$ cat src/rtl/alu32_seq.sv
// alu32_seq: 32-bit ALU that reuses one 16-bit datapath over two cycles (low half, then high half).
// Define ALU32_SEQ_FLAGS_EN to register {N,Z,C,V}; otherwise out_flags is tied to zero.
`default_nettype none

module alu16 (
  input  logic [2:0]  op_i,
  input  logic [15:0] a_i,
  input  logic [15:0] b_i,
  input  logic        cin_i,
  output logic [15:0] res_o,
  output logic        cout_o
);
  logic [15:0] bx;
  logic [16:0] sum;

  always_comb begin
    // Subtract is a + ~b + cin, with cin=1 on the low half.
    bx     = (op_i == 3'b011) ? ~b_i : b_i;
    sum    = {1'b0, a_i} + {1'b0, bx} + {16'b0, cin_i};
    res_o  = b_i;
    cout_o = 1'b0;
    case (op_i)
      3'b010, 3'b011: {cout_o, res_o} = sum;
      3'b100:         res_o = a_i & b_i;
      3'b101:         res_o = a_i | b_i;
      3'b110:         res_o = a_i ^ b_i;
      default:        res_o = b_i;
    endcase
  end
endmodule

module alu32_seq (
  input  logic        clk,
  input  logic        rst_n,
  input  logic        in_valid,
  output logic        in_ready,
  input  logic [2:0]  in_op,
  input  logic [31:0] in_a,
  input  logic [31:0] in_b,
  output logic        out_valid,
  input  logic        out_ready,
  output logic [31:0] out_result,
  output logic        out_cout,
  output logic [3:0]  out_flags
);
  typedef enum logic [1:0] {IDLE, LO, HI, DONE} state_t;

  state_t      state_q, state_d;
  logic [2:0]  op_q;
  logic [31:0] a_q, b_q;
  logic [15:0] res_lo_q;
  logic        carry_lo_q;
  logic [31:0] result_q;
  logic        cout_q;

  logic        accept;
  logic [15:0] alu_a, alu_b, alu_res;
  logic        alu_cin, alu_cout;

  assign in_ready   = (state_q == IDLE) || ((state_q == DONE) && out_ready);
  assign accept     = in_valid && in_ready;
  assign out_valid  = (state_q == DONE);
  assign out_result = result_q;
  assign out_cout   = cout_q;

  assign alu_a   = (state_q == HI) ? a_q[31:16] : a_q[15:0];
  assign alu_b   = (state_q == HI) ? b_q[31:16] : b_q[15:0];
  assign alu_cin = (state_q == HI) ? carry_lo_q : op_q[0];

  alu16 u_alu16 (
    .op_i   (op_q),
    .a_i    (alu_a),
    .b_i    (alu_b),
    .cin_i  (alu_cin),
    .res_o  (alu_res),
    .cout_o (alu_cout)
  );

  always_comb begin
    state_d = state_q;
    case (state_q)
      IDLE:    if (accept) state_d = LO;
      LO:      state_d = HI;
      HI:      state_d = DONE;
      DONE:    if (out_ready) state_d = accept ? LO : IDLE;
      default: state_d = IDLE;
    endcase
  end

  always_ff @(posedge clk or negedge rst_n) begin
    if (!rst_n) begin
      state_q    <= IDLE;
      op_q       <= 3'b000;
      a_q        <= 32'h0;
      b_q        <= 32'h0;
      res_lo_q   <= 16'h0;
      carry_lo_q <= 1'b0;
      result_q   <= 32'h0;
      cout_q     <= 1'b0;
    end else begin
      state_q <= state_d;
      if (accept) begin
        op_q <= in_op;
        a_q  <= in_a;
        b_q  <= in_b;
      end
      if (state_q == LO) begin
        res_lo_q   <= alu_res;
        carry_lo_q <= alu_cout;
      end
      // Visible result only changes at the HI edge, so it holds through the next LO.
      if (state_q == HI) begin
        result_q <= {alu_res, res_lo_q};
        cout_q   <= alu_cout;
      end
    end
  end

`ifdef ALU32_SEQ_FLAGS_EN
  logic [3:0] flags_q;
  logic       is_arith, bx_msb, ovf, zero;

  assign is_arith  = (op_q == 3'b010) || (op_q == 3'b011);
  assign bx_msb    = b_q[31] ^ (op_q == 3'b011);
  assign ovf       = is_arith && (a_q[31] == bx_msb) && (alu_res[15] != a_q[31]);
  assign zero      = ({alu_res, res_lo_q} == 32'h0);
  assign out_flags = flags_q;

  always_ff @(posedge clk or negedge rst_n) begin
    if (!rst_n) begin
      flags_q <= 4'b0000;
    end else if (state_q == HI) begin
      flags_q <= {alu_res[15], zero, alu_cout, ovf};
    end
  end
`else
  assign out_flags = 4'b0000;
`endif

endmodule

`default_nettype wire

$ cat config.mk
export PLATFORM = sky130hd
export DESIGN_NAME = alu32_seq
export DESIGN_NICKNAME = d
export VERILOG_FILES = /design/src/rtl/alu32_seq.sv
export SDC_FILE = /design/constraint.sdc
export NUM_CORES = 1
export LEC_CHECK = 0
export BUFFER_PORTS_ARGS = -buffer_cell sky130_fd_sc_hd__buf_4
export CORE_ASPECT_RATIO = 0.75
export CORE_UTILIZATION = 35
export CTS_CLUSTER_DIAMETER = 40
export DETAILED_ROUTE_END_ITERATION = 10
export HOLD_SLACK_MARGIN = 0.03
export PLACE_DENSITY = 0.54
export SLEW_MARGIN = 10
export SYNTH_ARGS = -nofsm -noshare
export SYNTH_HDL_FRONTEND = slang
export SYNTH_SLANG_ARGS = --single-unit
$ cat constraint.sdc
create_clock -name clk -period 9.69 [get_ports clk]
set_input_delay 0.969 -clock clk [delete_from_list [all_inputs] [get_ports clk]]
set_output_delay 0.969 -clock clk [all_outputs]
set_load 0.05 [all_outputs]
==> results.ini <==
[clock_tree]
cts_sinks = 119
cts_tree = done
cts_resized = 0
insertion_delay_ps = 430
cts_root_buf = clkbuf_16
hold_buffers = 0
cts.reportedPaths.clkPinSlew_ps = 60
cts_made_buffers = 17
clockBufferDepth = 2
htreeDepth = 4
post-cts-setup-buffers = 0

[yosys]
ys_seq_area_frac = 0.415
synth_top_area_cell = dfrtp_1
synth_seq_cells = 119
synth_top_area_frac = 0.415
ys_async_sr_fraction = 1.00
synthTopCellsByCount = dfrtp_1, mux2_2, ha_1, inv_1, nor2_1
yosysWarnings = 0
syn_avg_cell_area_um2 = 11.0
yosysUniqueCellTypes = 63
synth.area.top_cells = dfrtp_1, mux2_2, ha_1
ys.flop_type = dfrtp_1
syn_inst = 654
syn_area_um2 = 7180
synth-edff-count = 0
synth.most_common_cell = dfrtp_1

[route]
routedWlPerCell_um = 17.7
dr.pass1.iters = 4
vias_per_cell = 5.18
vias = 5256
ant_nets = 0
drc_errors = 0
wl_mm = 17.9
drt-initial-drc-count = 300

[timing]
skew_ps = 14.4
tightest_slew_ps = 1020
fin_crit_sh = 0.512
hold_violations = 0
grt_setup_unrepaired = false
slew_headroom = 0.321
slew_viol_final = 0
setup_tns_ps = 0
period_minus_slack_ps = 4960
clock.fmax_ghz = 0.202
setup_viol = 0

[die]
die_height_um = 126
rows = 44
die_area_um2 = 21100
start_util = 0.364
core_um2 = 19700
pin_count = 110
die_w_um = 167

[finish]
fillers = 1884
drive_gt1_frac = 0.348
diodes = 0
nNetsFinal = 873
syn2layout_area_growth_pct = 21.9

[grt]
grt_pass1_vias = 5614
grt_util_all_layers = 0.181
grt.busiest_layer = met2
grt_use_met3 = 0.0421
grtUsageMet1 = 0.228
grt_pass1_wl_mm = 29.4
grt_start_max_net_pins = 68
use_met2 = 0.302
grt_overflow = 0
antenna_found_initial = 0

[setup_path]
cpMaxStageDelayCell = nor2_2
critPathMaxStageDelay_ps = 770
end_kind = flop
crit_chain = buf_4, inv_2, nor2_2, nand2_1, xnor2_1, fa_1, inv_1, fa_1, nand2b_1, a21o_1, a21oi_4, o211ai_2, a2111o_1, nand3_1
critPathLaunchType = flop
required_ps = 10050
crit_arrival_ps = 5320
crit_path_frequent_cell = fa_1
crit_fanout = 33
critPathKind = flop to flop

[placement]
portBuffers = 105
gp_congestion = 0.810
dp_hpwl_mm = 13.1

[worst_hold_path]
hp-class = flop to flop

[flow_run]
max_cap_viol_count = 0

[outcome]
status = finished, final reports clean

-- area by class of cell --
type	instances	area [um^2]	share of cell area
inverters	47	176	0.0202
well taps	253	317	0.0362
clock inverters	11	123	0.0140
clock buffers	21	480	0.0549
flip-flops and latches	119	2980	0.340
repair buffers	111	833	0.0952
multi-input cells	452	3840	0.439
-- worst max-delay path: cells and delay by family, from the launching register on --
family                     cells  cell delay (ps)
buffers and inverters          3              640
adders and majority gates      2              640
DFF                            1              320
and+or+nand+nor                4             1790
xor gates and xnor gates       1              430
AOI/OAI and AO/OA              4             1040
-- sequential cells by signal (all words and copies together), names as in the netlist --
register	cells
a_q	32
b_q	32
out_result	32
res_lo_q	16
op_q	3
state_q	2
carry_lo_q	1
out_cout	1
-- routing by layer --
layer / vias to the layer above / part of all wire
li1: 2535 / -
met1: 2591 / 0.45
met2: 111 / 0.48
met3: 19 / 0.047
met4: 0 / 0.016
met5: - / 0
-- kinds of logic (layout without fill, tap and decap cells) --
kind of cell               after synthesis  count (layout)  share of synthesized area
DFF                                    119             119                      0.415
muxes                                  140             140                      0.215
adders and majority gates               54              54                     0.0962
other                                    1               4                   0.000522
xor gates and xnor gates                19              19                     0.0232
buffers and inverters                   86             190                     0.0535
AOI/OAI and AO/OA                      131             131                      0.130
and+or+nand+nor                        104             104                     0.0671
-- through the flow --
step	instance area, um^2	utilization	hold slack [ps]	instances	worst slack (ps)
finish	8750	0.444	489	1014	4730
global placement	8150	0.413	474	982	4940
global route	8750	0.444	516	1014	4310
floorplan	7190	-	448	657	6160
detailed placement	8150	0.413	475	982	4780
CTS	8750	0.444	489	1014	4730
-- cells in the final DEF (no fill, tap or decap), drive strengths merged, types with 5 or more instances in the layout --
cell,Yosys,routed
nand2,21,21
xnor2,18,18
clkinv,0,5
o22ai,14,14
o22a,5,5
nor3,5,5
nor2,41,41
inv,47,47
nand2b,5,5
a21o,7,7
clkbuf,11,21
a21oi,27,27
mux2i,35,35
nand3,15,15
o21ai,23,23
a221oi,10,10
mux2,105,105
ha,52,52
buf,28,111
dfrtp,119,119
-- worst paths after layout --
kind / from / to / slack [ps] / cells past startpoint
setup / recovery: op_q[1]$_DFFE_PN0P_ / res_lo_q[14]$_DFFE_PN0N_ / 4730 / 14
hold / removal: res_lo_q[3]$_DFFE_PN0N_ / res_lo_q[3]$_DFFE_PN0N_ / 490 / 2
setup reg to reg: op_q[1]$_DFFE_PN0P_ / res_lo_q[14]$_DFFE_PN0N_ / 4730 / 14
hold reg to reg: res_lo_q[3]$_DFFE_PN0N_ / res_lo_q[3]$_DFFE_PN0N_ / 490 / 2
max in group asynchronous: rst_n / res_lo_q[6]$_DFFE_PN0N_ / 7830 / 2
min in group asynchronous: rst_n / state_q[0]$_DFFE_PN0P_ / 620 / 1
Power is left out: the tool's default activity adds up to more than one toggle a clock period on the data nets, which glitch-free logic cannot reach.
